## src/rtl/cpu_run_controller_if.sv

```systemverilog
// Board-side control and status bundle between the run controller and the processor/display.
// Purely structural: no storage, no latency.
// No backpressure: levels and one-cycle pulses only.
interface cpu_run_controller_if #(
  parameter int DIV_WIDTH = 26,
  parameter int CNT_WIDTH = 16
);
  logic                 RunSw;
  logic                 StepBtn;
  logic [DIV_WIDTH-1:0] RateDiv;
  logic                 BpEnable;
  logic [31:0]          BpAddr;
  logic [31:0]          PCValue;
  logic                 CpuEn;
  logic                 Halted;
  logic                 BpHit;
  logic [CNT_WIDTH-1:0] InstrCount;

  // Controller side: reads switches/PC, drives enable and status.
  modport master (
    input  RunSw, StepBtn, RateDiv, BpEnable, BpAddr, PCValue,
    output CpuEn, Halted, BpHit, InstrCount
  );

  // Board/processor side.
  modport slave (
    output RunSw, StepBtn, RateDiv, BpEnable, BpAddr, PCValue,
    input  CpuEn, Halted, BpHit, InstrCount
  );
endinterface

```

## src/rtl/cpu_run_controller.sv

```systemverilog
// Generates the single-cycle MIPS clock-enable: halt, free-run at RateDiv+1 cycles, single-step, PC breakpoint.
// All outputs registered; a step pulse appears two cycles after the button rises, a run pulse RateDiv+2 cycles after RunSw rises.
// No backpressure: the processor consumes every CpuEn pulse unconditionally.
module cpu_run_controller #(
  parameter int DIV_WIDTH = 26,
  parameter int CNT_WIDTH = 16
) (
  input logic                  Clk,
  input logic                  Rst,
  cpu_run_controller_if.master bus
);

  typedef enum logic [1:0] {
    S_HALT  = 2'd0,
    S_STEP  = 2'd1,
    S_RUN   = 2'd2,
    S_BREAK = 2'd3
  } state_t;

  localparam logic [DIV_WIDTH-1:0] DIV_ONE = DIV_WIDTH'(1);
  localparam logic [CNT_WIDTH-1:0] CNT_ONE = CNT_WIDTH'(1);

  state_t               state;
  logic [DIV_WIDTH-1:0] prescaler;
  logic                 step_q;
  logic                 first_pulse;
  logic                 cpu_en;
  logic                 halted;
  logic                 bp_hit;
  logic [CNT_WIDTH-1:0] instr_count;

  logic step_edge;
  logic pulse_due;
  logic bp_match;

  // A held button yields one edge; the breakpoint compares the PC the next pulse would execute.
  assign step_edge = bus.StepBtn & ~step_q;
  assign pulse_due = (prescaler == bus.RateDiv);
  assign bp_match  = bus.BpEnable && (bus.PCValue == bus.BpAddr);

  // Run/step sequencer with registered status outputs and a saturating pulse counter.
  always_ff @(posedge Clk) begin
    if (Rst) begin
      state       <= S_HALT;
      prescaler   <= '0;
      step_q      <= 1'b0;
      first_pulse <= 1'b0;
      cpu_en      <= 1'b0;
      halted      <= 1'b1;
      bp_hit      <= 1'b0;
      instr_count <= '0;
    end else begin
      step_q <= bus.StepBtn;
      cpu_en <= 1'b0;

      // Count pulses as they complete; stick at all-ones rather than wrapping.
      if (cpu_en && (instr_count != '1)) begin
        instr_count <= instr_count + CNT_ONE;
      end

      case (state)
        S_HALT: begin
          if (bus.RunSw) begin
            // Entering RUN from any PC, including one sitting on the breakpoint,
            // must execute at least one instruction before a break can fire.
            state       <= S_RUN;
            prescaler   <= '0;
            first_pulse <= 1'b1;
            halted      <= 1'b0;
          end else if (step_edge) begin
            state <= S_STEP;
          end
        end

        S_STEP: begin
          // Exactly one instruction; breakpoint deliberately ignored so a step
          // can move past it.
          cpu_en <= 1'b1;
          state  <= S_HALT;
        end

        S_RUN: begin
          if (!bus.RunSw) begin
            state     <= S_HALT;
            prescaler <= '0;
            halted    <= 1'b1;
          end else if (pulse_due && bp_match && !first_pulse) begin
            state  <= S_BREAK;
            halted <= 1'b1;
            bp_hit <= 1'b1;
          end else if (pulse_due) begin
            cpu_en      <= 1'b1;
            prescaler   <= '0;
            first_pulse <= 1'b0;
          end else begin
            // A prescaler already past a newly lowered RateDiv simply wraps.
            prescaler <= prescaler + DIV_ONE;
          end
        end

        S_BREAK: begin
          if (!bus.RunSw) begin
            state  <= S_HALT;
            bp_hit <= 1'b0;
          end else if (step_edge) begin
            state  <= S_STEP;
            bp_hit <= 1'b0;
          end
        end

        default: begin
          state  <= S_HALT;
          halted <= 1'b1;
          bp_hit <= 1'b0;
        end
      endcase
    end
  end

  assign bus.CpuEn      = cpu_en;
  assign bus.Halted     = halted;
  assign bus.BpHit      = bp_hit;
  assign bus.InstrCount = instr_count;

endmodule
```

## src/flat_wrapper.sv

```systemverilog
// flat-port wrapper written by rule: the top's interface ports become plain ports
module cpu_run_controller_flat 
#(
  parameter int DIV_WIDTH = 26,
  parameter int CNT_WIDTH = 16
)
  (Clk, Rst, bus_RunSw, bus_StepBtn, bus_RateDiv, bus_BpEnable, bus_BpAddr, bus_PCValue, bus_CpuEn, bus_Halted, bus_BpHit, bus_InstrCount);
  cpu_run_controller_if #(.DIV_WIDTH(DIV_WIDTH), .CNT_WIDTH(CNT_WIDTH)) bus_i ();
  input logic Clk;
  input logic Rst;
  input wire logic [$bits(bus_i.RunSw)-1:0] bus_RunSw;
  input wire logic [$bits(bus_i.StepBtn)-1:0] bus_StepBtn;
  input wire logic [$bits(bus_i.RateDiv)-1:0] bus_RateDiv;
  input wire logic [$bits(bus_i.BpEnable)-1:0] bus_BpEnable;
  input wire logic [$bits(bus_i.BpAddr)-1:0] bus_BpAddr;
  input wire logic [$bits(bus_i.PCValue)-1:0] bus_PCValue;
  output wire logic [$bits(bus_i.CpuEn)-1:0] bus_CpuEn;
  output wire logic [$bits(bus_i.Halted)-1:0] bus_Halted;
  output wire logic [$bits(bus_i.BpHit)-1:0] bus_BpHit;
  output wire logic [$bits(bus_i.InstrCount)-1:0] bus_InstrCount;
  assign bus_i.RunSw = bus_RunSw;
  assign bus_i.StepBtn = bus_StepBtn;
  assign bus_i.RateDiv = bus_RateDiv;
  assign bus_i.BpEnable = bus_BpEnable;
  assign bus_i.BpAddr = bus_BpAddr;
  assign bus_i.PCValue = bus_PCValue;
  assign bus_CpuEn = bus_i.CpuEn;
  assign bus_Halted = bus_i.Halted;
  assign bus_BpHit = bus_i.BpHit;
  assign bus_InstrCount = bus_i.InstrCount;
  cpu_run_controller #(.DIV_WIDTH(DIV_WIDTH), .CNT_WIDTH(CNT_WIDTH)) u_core (.Clk(Clk), .Rst(Rst), .bus(bus_i));
endmodule
```

## config.mk

```make
export PLATFORM = sky130hd
export DESIGN_NAME = cpu_run_controller_flat
export DESIGN_NICKNAME = d
export VERILOG_FILES = /design/src/rtl/cpu_run_controller_if.sv /design/src/rtl/cpu_run_controller.sv /design/src/flat_wrapper.sv
export SDC_FILE = /design/constraint.sdc
export NUM_CORES = 1
export LEC_CHECK = 0
export ABC_AREA = 1
export BUFFER_PORTS_ARGS = -buffer_cell sky130_fd_sc_hd__buf_2
export CAP_MARGIN = 20
export CORE_MARGIN = 2
export CORE_UTILIZATION = 49
export DETAILED_ROUTE_END_ITERATION = 6
export PLACE_DENSITY = 0.77
export SYNTH_ARGS = -nofsm -noshare
export SYNTH_HDL_FRONTEND = slang
export SYNTH_SLANG_ARGS = --single-unit
```

## constraint.sdc

```tcl
create_clock -name Clk -period 1.8 [get_ports Clk]
set_clock_uncertainty 0.05 [all_clocks]
set_input_delay 0.36 -clock Clk [delete_from_list [all_inputs] [get_ports Clk]]
set_output_delay 0.36 -clock Clk [all_outputs]
set_load 0.02 [all_outputs]
```

==> impl_results.md <==
* Post-layout total power at about 2.8 mW
* Total iterations of the first detailed-routing run at 6
* CTS Sinks at between 40 and 50
* WP data arrival at about 2.0 ns
* Number of buffers inserted during clock tree synthesis at 5
* Top_reg_cell synth: sky130_fd_sc_hd__dfxtp_1
* Fillers at about 820
* Syn. warnings at 0
* Maximum number of pins on one net before global-route repair at 35
* Instance count along the most critical hold path at 3
* Final estimated routing congestion in global placement at 0.941
* Synthesized net count at 874
* Cells on worst reg2reg path at 12
* Final TNS setup at -0.179 ns
* Cell total after placement at 1051
* Layout Area Growth over Synthesis at 35.7%
* Num ports at 114
* Number of antenna violations at the first check in global routing at 0
* Number of enable-type register cells in the synthesized netlist at 0
* Via count at 5198
* Violations in the final reports: setup timing
* Area share of and/or/nand/nor cells after synthesis at 0.470
* Post-route fraction of the period consumed by the critical path at 1.02
* Vias in the first global route at 4727
* Layout cell share with drive strength beyond 1 at 0.293
* Number of levels in the clock H-tree at 2
* Startpoint class of the critical path: register
* Post-synthesis sequential area ratio at 0.230
* FFs w/ async S/R, synth at 0
* Mean area per synthesized cell at 5.51 um^2
* Starting Density at 0.498
* Number of storage elements in the synthesis netlist at 49
* Internal at 1.81 mW
* HPWL after detailed placement at 9510 um
* Die boundary height at a little under 100 um
* Total count of max-transition violations in the final report at 0
* Clock-pin slew on the worst setup and hold paths at ~0.10 ns
* Status: complete, but fails checks
* Number of nets with antenna violations after routing at 0
* Setup violations, final at 13
* Initial DRC Count at 384
* Synth top area cells: sky130_fd_sc_hd__nand2_1, sky130_fd_sc_hd__dfxtp_1, sky130_fd_sc_hd__inv_1
* Floorplan die width at 97.2 um
* Mean number of vias per cell at roughly 4.9
* Final Hold Fails at 0
* Final worst slack at -0.0439 ns
* Post-synthesis cell type count at 33
* Maximum resistive drop on vdd at 0.000367 V
* Endpoint of the worst register-to-register path: u_core.prescaler[16]$_SDFFE_PP0P_
* Required time at the endpoint of the critical path at 2.00 ns
* Sequential share of power at 0.407
* End point of the worst hold path: u_core.step_q$_SDFF_PP0_
* Area enclosed by the die boundary at approximately 9400 um^2
* Maximum capacitance violations at 0
* Setup crit end kind: register
* Minimum hold slack at 0.209 ns
* HP Start: bus_StepBtn
* Slew at the pin closest to its max-slew limit at 0.433 ns
* Register area at between 1000 and 1500 um^2
* Leakage at just under 3 nW
* Internal reg-to-reg setup slack at -0.04 ns
* Fraction of the mapped netlist area in adder cells at 0.0176
* Row Count at 34
* Maximum buffer depth of the clock tree at 2
* Root Buffer Master: sky130_fd_sc_hd__clkbuf_8
* Max frequency at 542 MHz
* Hold buffer count at CTS at 0
* Fraction of the mapped netlist area in compound gates at 0.0805
* Sw frac at 0.357
* Proportion of netlist area held by the largest area contributor at 0.241
* Port-buffer cells at 113
* Largest area contributor in the synthesized netlist: sky130_fd_sc_hd__nand2_1
* Instance area at placement at 5410 um^2
* Final instance area at 5780 um^2
* Crit Path Class: register to register
* Number of standard cells in the final layout excluding fillers at 1066
* Startpoint of the lowest-slack register-to-register path: u_core.prescaler[22]$_SDFFE_PP0P_
* Global routing usage summed across all routing layers at 0.259
* Gate power share at 0.347
* Syn Inst Count at approximately 770
* GRT Residual Overflow at 0
* Power per unit of standard cell area at 487 nW/um^2
* Setup repair after global routing missed its margin: yes
* Clock latency reported for the late side of the worst-skew pair at ~0.31 ns
* XOR/XNOR share of the synthesized area at 0.0658
* Total core area at 8550 um^2
* Final wirelength at 12400 um
* DRC violations left at 0
* Kind of path behind the tightest hold check: input pin to register
* TritonCTS clock tree: built
* Crit Path Max Fanout at 6
* Area occupied by multi-input gates at 2920 um^2
* Power spent charging and discharging nets at 1.00 mW
* Fin nets at 1058
* Shortest period the worst path allows at between 1.5 and 2 ns
* WL/cell at 11.7 um
* Syn Std Cell Area at about 4300 um^2
* Worst relative slew slack at 0.711
* Share of total power in the clock network at 0.246
* First-pass GRT wire length at 20700 um
* Largest family of logic cells by synthesized area: simple AND/OR/NAND/NOR gates
* Mux contribution to synthesized area at 0
* Final antenna diode count at 0
[sequential cells by signal, summed over array words and instances, names as in the netlist]
register and cells:
u_core.bus.BpHit 1, u_core.state 2, u_core.step_q 1, u_core.first_pulse 1, u_core.bus.CpuEn 1, u_core.bus.InstrCount 16
u_core.bus.Halted 1, u_core.prescaler 26
[how the worst max path moves through the flow]
stage	startpoint	endpoint	slack (ns)	cells after the start
floorplan	u_core.bus.InstrCount[1]$_SDFFE_PP0P_	u_core.bus.InstrCount[12]$_SDFFE_PP0P_	0.005	12
CTS	u_core.prescaler[9]$_SDFFE_PP0P_	u_core.prescaler[8]$_SDFFE_PP0P_	0.001	12
finish	u_core.prescaler[22]$_SDFFE_PP0P_	u_core.prescaler[16]$_SDFFE_PP0P_	-0.04	12
detailed placement	bus_BpAddr[24]	u_core.prescaler[12]$_SDFFE_PP0P_	-0.19	9
global placement	bus_PCValue[17]	u_core.prescaler[3]$_SDFFE_PP0P_	-0.11	13
global route	u_core.prescaler[9]$_SDFFE_PP0P_	u_core.prescaler[25]$_SDFFE_PP0P_	-0.14	12
[synth_stat cells, types with 3 or more instances]
| library cell | instances |
|---|---|
| sky130_fd_sc_hd__a21oi_1 | 41 |
| sky130_fd_sc_hd__or2_2 | 8 |
| sky130_fd_sc_hd__a21oi_2 | 3 |
| sky130_fd_sc_hd__o21ai_0 | 15 |
| sky130_fd_sc_hd__buf_2 | 4 |
| sky130_fd_sc_hd__ha_1 | 6 |
| sky130_fd_sc_hd__inv_2 | 3 |
| sky130_fd_sc_hd__xor2_1 | 24 |
| sky130_fd_sc_hd__clkbuf_1 | 8 |
| sky130_fd_sc_hd__xnor2_1 | 8 |
| sky130_fd_sc_hd__nor2_1 | 111 |
| sky130_fd_sc_hd__nor2_2 | 3 |
| sky130_fd_sc_hd__dfxtp_1 | 49 |
| sky130_fd_sc_hd__nand2_1 | 273 |
| sky130_fd_sc_hd__inv_1 | 121 |
| sky130_fd_sc_hd__nand3_1 | 44 |
| sky130_fd_sc_hd__nor3_1 | 14 |
| sky130_fd_sc_hd__nand4_1 | 14 |
[cell families after synthesis]
logic type | count (synthesis)
fa+ha+maj | 6
buf+inv | 141
compound gates | 64
simple gates | 481
flops | 49
xor+xnor | 32
[stage by stage]
step           setup WS, ns   util
2_1_floorplan       0.00510      -
3_3_place_gp         -0.105  0.632
3_5_place_dp         -0.193  0.632
4_1_cts             0.00146  0.654
5_1_grt              -0.135  0.675
6_report            -0.0439  0.675
[layout by cell type (no fill, tap or decap), types with 3 or more instances in the layout]
cell and n:
sky130_fd_sc_hd__a21oi_1 36, sky130_fd_sc_hd__a21oi_2 7, sky130_fd_sc_hd__buf_2 113, sky130_fd_sc_hd__buf_4 77, sky130_fd_sc_hd__clkbuf_8 5, sky130_fd_sc_hd__dfxtp_1 34, sky130_fd_sc_hd__dfxtp_2 14, sky130_fd_sc_hd__ha_1 5
sky130_fd_sc_hd__inv_1 113, sky130_fd_sc_hd__inv_2 11, sky130_fd_sc_hd__nand2_1 264, sky130_fd_sc_hd__nand2_2 9, sky130_fd_sc_hd__nand2_4 4, sky130_fd_sc_hd__nand3_1 41, sky130_fd_sc_hd__nand3_2 3, sky130_fd_sc_hd__nand4_1 14
sky130_fd_sc_hd__nor2_1 101, sky130_fd_sc_hd__nor2_2 7, sky130_fd_sc_hd__nor2_4 7, sky130_fd_sc_hd__nor3_1 11, sky130_fd_sc_hd__nor3_2 4, sky130_fd_sc_hd__o21ai_0 15, sky130_fd_sc_hd__or2_2 8, sky130_fd_sc_hd__xnor2_1 8
sky130_fd_sc_hd__xor2_1 24
[routing by layer]
layer | GRT usage | wire length [um] | part of all wire
met5 | 0 | 0 | 0
met4 | 0.0618 | 204 | 0.016
met3 | 0.0345 | 923 | 0.074
met2 | 0.449 | 5810 | 0.47
met1 | 0.343 | 5500 | 0.44
[power by group through the flow]
stage               Clock, mW  Combinational [mW]  Sequential [mW]
CTS                     0.699               0.874             1.14
floorplan                   0               0.492             1.18
global placement            0               0.772             1.17
finish                  0.692               0.976             1.14
detailed placement          0               0.783             1.17
global route            0.743                1.08             1.15
[area by class of cell]
class,instances,area share
clock buffer,5,0.0119
clock inverter,3,0.00390
inverter,124,0.0806
multi-input combinational,586,0.505
sequential,49,0.174
tap,108,0.0234
timing repair buffer,191,0.201
[critical path, cell delays in order (launching register included)]
cell	delay, ns
sky130_fd_sc_hd__dfxtp_1	0.36
sky130_fd_sc_hd__inv_1	0.07
sky130_fd_sc_hd__nand2_1	0.05
sky130_fd_sc_hd__nand2_1	0.05
sky130_fd_sc_hd__nor2_1	0.14
sky130_fd_sc_hd__nand3_2	0.11
sky130_fd_sc_hd__nor2_4	0.13
sky130_fd_sc_hd__inv_2	0.06
sky130_fd_sc_hd__nor2_4	0.16
sky130_fd_sc_hd__nand3_4	0.21
sky130_fd_sc_hd__nand2_4	0.19
sky130_fd_sc_hd__nand2_1	0.09
sky130_fd_sc_hd__a21oi_2	0.12
[repair_timing]
action	4_1_cts	5_1_grt
setup endpoints to repair	28	43
resized for setup	16	53
gates cloned	3	0
pin swaps	4	32
setup buffers	1	3
Power figures use the tool's default switching activity.
